`config.mk`:
```
export PLATFORM = sky130hd
export DESIGN_NAME = fir_sample_feeder
export DESIGN_NICKNAME = d
export VERILOG_FILES = /design/src/rtl/fir_pkg.sv /design/src/rtl/fir_sync_fifo.sv /design/src/rtl/fir_sample_feeder.sv
export SDC_FILE = /design/constraint.sdc
export NUM_CORES = 1
export LEC_CHECK = 0
export ABC_AREA = 1
export CORE_MARGIN = 4
export CORE_UTILIZATION = 64
export CTS_BUF_LIST = sky130_fd_sc_hd__clkbuf_16
export CTS_CLUSTER_DIAMETER = 150
export DETAILED_ROUTE_END_ITERATION = 12
export PLACE_DENSITY = 0.92
export SLEW_MARGIN = 30
export SYNTH_ARGS = -nofsm -noshare
export SYNTH_HDL_FRONTEND = slang
export SYNTH_SLANG_ARGS = --single-unit
```
`constraint.sdc`:
```
create_clock -name clk -period 7.9 [get_ports clk]
set_clock_uncertainty 0.15 [all_clocks]
set_input_delay 0.79 -clock clk [delete_from_list [all_inputs] [get_ports clk]]
set_output_delay 0.79 -clock clk [all_outputs]
set_load 0.03 [all_outputs]
```
`src/rtl/fir_pkg.sv`:
```
// Shared constants and state encoding for the FIR
// sample feeder slice.
package fir_pkg;

  localparam int DATA_W  = 10;
  localparam int TAPS    = 16;
  localparam int FIR_LAT = 2;

  typedef enum logic [1:0] {
    IDLE,
    RUN,
    FLUSH,
    DRAIN
  } feed_state_e;

endpackage

```
`src/rtl/fir_sync_fifo.sv`:
```
// Registered synchronous FIFO, no fall-through;
// pointers carry one wrap bit for full/empty.
module fir_sync_fifo #(
  parameter int DATA_W = 10,
  parameter int DEPTH  = 16
) (
  input  logic                     clk,
  input  logic                     rst,
  input  logic                     push_i,
  input  logic [DATA_W-1:0]        data_i,
  input  logic                     pop_i,
  output logic [DATA_W-1:0]        data_o,
  output logic                     full_o,
  output logic                     empty_o,
  output logic [$clog2(DEPTH):0]   level_o
);

  localparam int AW = $clog2(DEPTH);

  logic [DATA_W-1:0] mem_q [DEPTH];
  logic [AW:0]       wr_q;
  logic [AW:0]       rd_q;
  logic              do_push;
  logic              do_pop;

  assign level_o = wr_q - rd_q;
  assign full_o  = (level_o == (AW+1)'(DEPTH));
  assign empty_o = (level_o == '0);
  assign do_push = push_i && !full_o;
  assign do_pop  = pop_i && !empty_o;
  assign data_o  = mem_q[rd_q[AW-1:0]];

  always_ff @(posedge clk) begin
    if (do_push) begin
      mem_q[wr_q[AW-1:0]] <= data_i;
    end
  end

  always_ff @(posedge clk) begin
    if (rst) begin
      wr_q <= '0;
      rd_q <= '0;
    end else begin
      if (do_push) wr_q <= wr_q + (AW+1)'(1);
      if (do_pop)  rd_q <= rd_q + (AW+1)'(1);
    end
  end

endmodule

```
`src/rtl/fir_sample_feeder.sv`:
```
// Buffers host samples and streams them into the FIR,
// appending a zero tail and tagging valid FIR outputs.
module fir_sample_feeder #(
  parameter int DATA_W  = fir_pkg::DATA_W,
  parameter int DEPTH   = 16,
  parameter int TAPS    = fir_pkg::TAPS,
  parameter int FIR_LAT = fir_pkg::FIR_LAT
) (
  input  logic                    clk,
  input  logic                    rst,
  input  logic                    s_valid,
  output logic                    s_ready,
  input  logic [DATA_W-1:0]       s_data,
  input  logic                    start,
  input  logic                    flush,
  output logic [DATA_W-1:0]       fir_din,
  output logic                    fir_out_valid,
  output logic                    busy,
  output logic [$clog2(DEPTH):0]  level,
  output logic [15:0]             underflow_cnt
);

  import fir_pkg::*;

  localparam int CW = $clog2(TAPS);

  feed_state_e        state_q, state_d;
  logic [DATA_W-1:0]  din_q, din_d;
  logic               tag_q, tag_d;
  logic [FIR_LAT-1:0] dly_q;
  logic [CW-1:0]      cnt_q, cnt_d;
  logic [15:0]        uf_q, uf_d;

  logic               pop;
  logic               full;
  logic               empty;
  logic [DATA_W-1:0]  head;
  logic [CW-1:0]      cnt_dec;

  assign s_ready = !full && (state_q == IDLE || state_q == RUN);

  fir_sync_fifo #(
    .DATA_W (DATA_W),
    .DEPTH  (DEPTH)
  ) u_fifo (
    .clk     (clk),
    .rst     (rst),
    .push_i  (s_valid && s_ready),
    .data_i  (s_data),
    .pop_i   (pop),
    .data_o  (head),
    .full_o  (full),
    .empty_o (empty),
    .level_o (level)
  );

  assign cnt_dec = cnt_q - CW'(1);

  always_comb begin
    state_d = state_q;
    din_d   = '0;
    tag_d   = 1'b0;
    cnt_d   = cnt_q;
    uf_d    = uf_q;
    pop     = 1'b0;
    unique case (state_q)
      IDLE: begin
        if (start) state_d = RUN;
      end
      RUN: begin
        if (!empty) begin
          pop   = 1'b1;
          din_d = head;
          tag_d = 1'b1;
        end else if (uf_q != 16'hFFFF) begin
          uf_d = uf_q + 16'd1;
        end
        if (flush) state_d = FLUSH;
      end
      FLUSH: begin
        if (!empty) begin
          pop   = 1'b1;
          din_d = head;
          tag_d = 1'b1;
        end else begin
          // This cycle's zero is the first of the TAPS-1 tail.
          tag_d   = 1'b1;
          cnt_d   = CW'(TAPS - 1);
          state_d = DRAIN;
        end
      end
      DRAIN: begin
        cnt_d = cnt_dec;
        if (cnt_dec != '0) begin
          tag_d = 1'b1;
        end else begin
          state_d = IDLE;
        end
      end
      default: state_d = IDLE;
    endcase
  end

  always_ff @(posedge clk) begin
    if (rst) begin
      state_q <= IDLE;
      din_q   <= '0;
      tag_q   <= 1'b0;
      dly_q   <= '0;
      cnt_q   <= '0;
      uf_q    <= '0;
    end else begin
      state_q  <= state_d;
      din_q    <= din_d;
      tag_q    <= tag_d;
      dly_q[0] <= tag_q;
      for (int i = 1; i < FIR_LAT; i++) begin
        dly_q[i] <= dly_q[i-1];
      end
      cnt_q <= cnt_d;
      uf_q  <= uf_d;
    end
  end

  assign fir_din       = din_q;
  assign fir_out_valid = dly_q[FIR_LAT-1];
  assign underflow_cnt = uf_q;
  assign busy          = (state_q != IDLE) || tag_q || (|dly_q);

endmodule

```
==> impl_metrics.ini <==
[placement]
dpl-instance-area_um2 = 9510
portBuffers = 48
hpwl_um = 13800
place_congestion = 0.875
dp.cells = 1040

[critical_path]
slowest_delay_ns = 0.71
cp_top_family = buffers and inverters
crit_slowest_cell = dfxtp_4
cp.arrival_ns = 3.73
crit_buf_inv = 2
crit_type = reg -> out
start_kind = register
cp-end-kind = primary output
crit_required_ns = 6.96
crit_fanout = 60
crit_chain = inv_1, fa_1, or2_0, nor2_4, nand3_4, o21a_1, clkdlybuf4s50_1

[power]
p_leak_nw = 3.54
vdd_drop_max_mv = 0.190
powerDensity_nw_per_um2 = 320

[routing]
viasPerCell = 6.30
post-route-drc-count = 0
drtPass1Iterations = 6
vias = 6780
wl_um = 22200
drt_iter0_markers = 1107
final_antenna_net_count = 0
wl_per_cell_um = 20.6

[yosys]
synthCells = 852
synth_enable_flop_cells = 160
synth_ff_type = edfxtp_1
yosys_warnings = 0
synth-seq-cells = 205
synthesis.nets = 884
async_reset_ff_share_pct = 0
syn-cell-area_um2 = 8960
yosysSeqAreaShare_pct = 63.7
avgSynthCellArea_um2 = 10.5
ys_types = 34

[outcome]
status = complete, no violations

[cts]
htree_num_levels = 1
cts_root_buf = clkbuf_16
clkTransAtPathRegs_ns = 0.06
cts-resized-gates = 0
cts_tree = done
clock_path_buffers = 3
cts_sinks = 205
clk_latency_ns = 0.49
postCtsSetupBuffers = 0
hold_buffers = 0
cts_buffers = 20

[global_routing]
gr-total-overflow = 0
antenna_found_initial = 0
grt_max_degree = 86
track_usage_pct = 27.9
grt_pass1_wl_um = 35200
grt_pass1_vias = 6613

[final_layout]
area_delta_synth_final_pct = 13.4
final_cell_count_no_fill = 1076
layout.nets = 918
drive_above_1_share_pct = 8.67
finalInstanceArea_um2 = 10200
fillers = 804
antenna_cells = 0

[die]
coreArea_um2 = 13500
fp.dieH_um = 126
dieArea_um2 = 16000
initial_core_util_pct = 66.6
die_x_um = 126
rows = 42
ios = 49

[sta]
max_freq_ghz = 0.214
timing.hold.ws_ns = 0.275
worstMarginPinSlew_ns = 0.931
period_share_pct = 59.1
period_needed_ns = 4.67
hold_viol_final = 0
setup_viol = 0
rsz0062_at_grt = false
final.setup.tns_ns = 0
drv_slew = 0
slew_headroom_pct = 37.7

[worst_hold_path]
hp-class = reg -> reg

[run]
maxCapViolCount = 0
-- worst reg2reg max path, cell delays in order (launching register included) --
cell and delay (ns):
dfxtp_1 0.91, inv_1 0.41, ha_1 0.46, a21oi_1 0.25, nand2_1 0.15, nand2_1 0.08, nand2_1 0.09, nand3_2 0.15
nand3_2 0.19, inv_2 0.15, nand2_1 0.16, nor2_1 0.74
-- metrics by stage --
stage	setup slack, ns	util [%]	power (mW)
after detailed placement	3.36	70.7	2.31
after floorplan	4.62	-	2.02
after CTS	2.89	75.4	3.23
after global placement	3.54	70.7	2.27
final	3.23	75.5	3.25
after global routing	3.06	75.5	3.39
-- kinds of logic after synthesis --
group                      after synthesis  share of synthesized area (%)
adders and majority gates               17                           2.46
and+or+nand+nor                        370                           18.2
DFF                                    205                           63.7
AOI/OAI and AO/OA                      162                           10.4
xor gates and xnor gates                15                           1.47
buffers and inverters                   83                           3.85
-- routing by layer --
metal	share of wire [%]	up-vias	GRT usage, %
li1	-	3035	-
met1	37	3212	37.7
met2	49	467	46.8
met3	10	66	4.20
met4	3.2	0	9.34
met5	0	-	0
-- cells in the mapped netlist, types with 8 or more instances --
library cell	count	area, um2
o21ai_0	87	435
nand2_1	117	439
buf_2	8	40.0
xor2_1	9	78.8
dfxtp_1	45	901
nand4_1	26	163
a21oi_1	17	85.1
o211ai_1	16	120
nor2_1	170	638
inv_1	40	150
nand3_1	27	135
ha_1	16	200
o22ai_1	25	156
nand2_2	14	87.6
a21oi_2	10	87.6
edfxtp_1	160	4800
clkbuf_1	27	101
-- flip-flops by register name, summed over array words and instances, names as in the netlist --
name	cells
u_fifo.wr_q	5
state_q	2
tag_q	1
dly_q	2
fir_din	10
u_fifo.mem_q	160
u_fifo.rd_q	5
cnt_q	4
underflow_cnt	16
-- layout by cell type, fill, tap and decap left out, types with 6 or more instances in the layout --
cell,Yosys,routed
edfxtp_1,160,160
a31oi_1,6,6
dfxtp_1,45,43
clkbuf_16,0,21
o21ai_0,87,87
nor2_1,170,166
inv_1,40,43
xnor2_1,6,6
a21oi_1,17,17
a21oi_2,10,10
nand2_2,14,14
nand2_1,117,117
ha_1,16,16
nand3_1,27,27
o22ai_1,25,25
nand4_1,26,26
o211ai_1,16,16
xor2_1,9,9
clkdlybuf4s50_1,0,48
-- path summary, 6_finish.rpt --
kind,cells after the start,slack (ns),end,start
setup / recovery,7,3.23,s_ready,u_fifo.rd_q[1]
hold / removal,2,0.28,dly_q[1],dly_q[0]
setup reg to reg,11,3.64,u_fifo.mem_q[10][6],u_fifo.rd_q[2]
hold reg to reg,2,0.28,dly_q[1],dly_q[0]
-- cell type report --
| cell class | count | area [um2] | area share [%] |
|---|---|---|---|
| flip-flops and latches | 205 | 5710 | 56.2 |
| inverters | 43 | 161 | 1.59 |
| multi-input cells | 564 | 2920 | 28.8 |
| well taps | 176 | 220 | 2.17 |
| repair buffers | 52 | 510 | 5.02 |
| clock inverters | 15 | 110 | 1.08 |
| clock buffers | 21 | 526 | 5.17 |
-- power breakdown --
part	switching, mW	internal (mW)
clock network	0.395	0.518
logic	0.700	0.315
registers	0.0675	1.25
total	1.16	2.08
No activity file was read; power rests on OpenSTA's default activity.
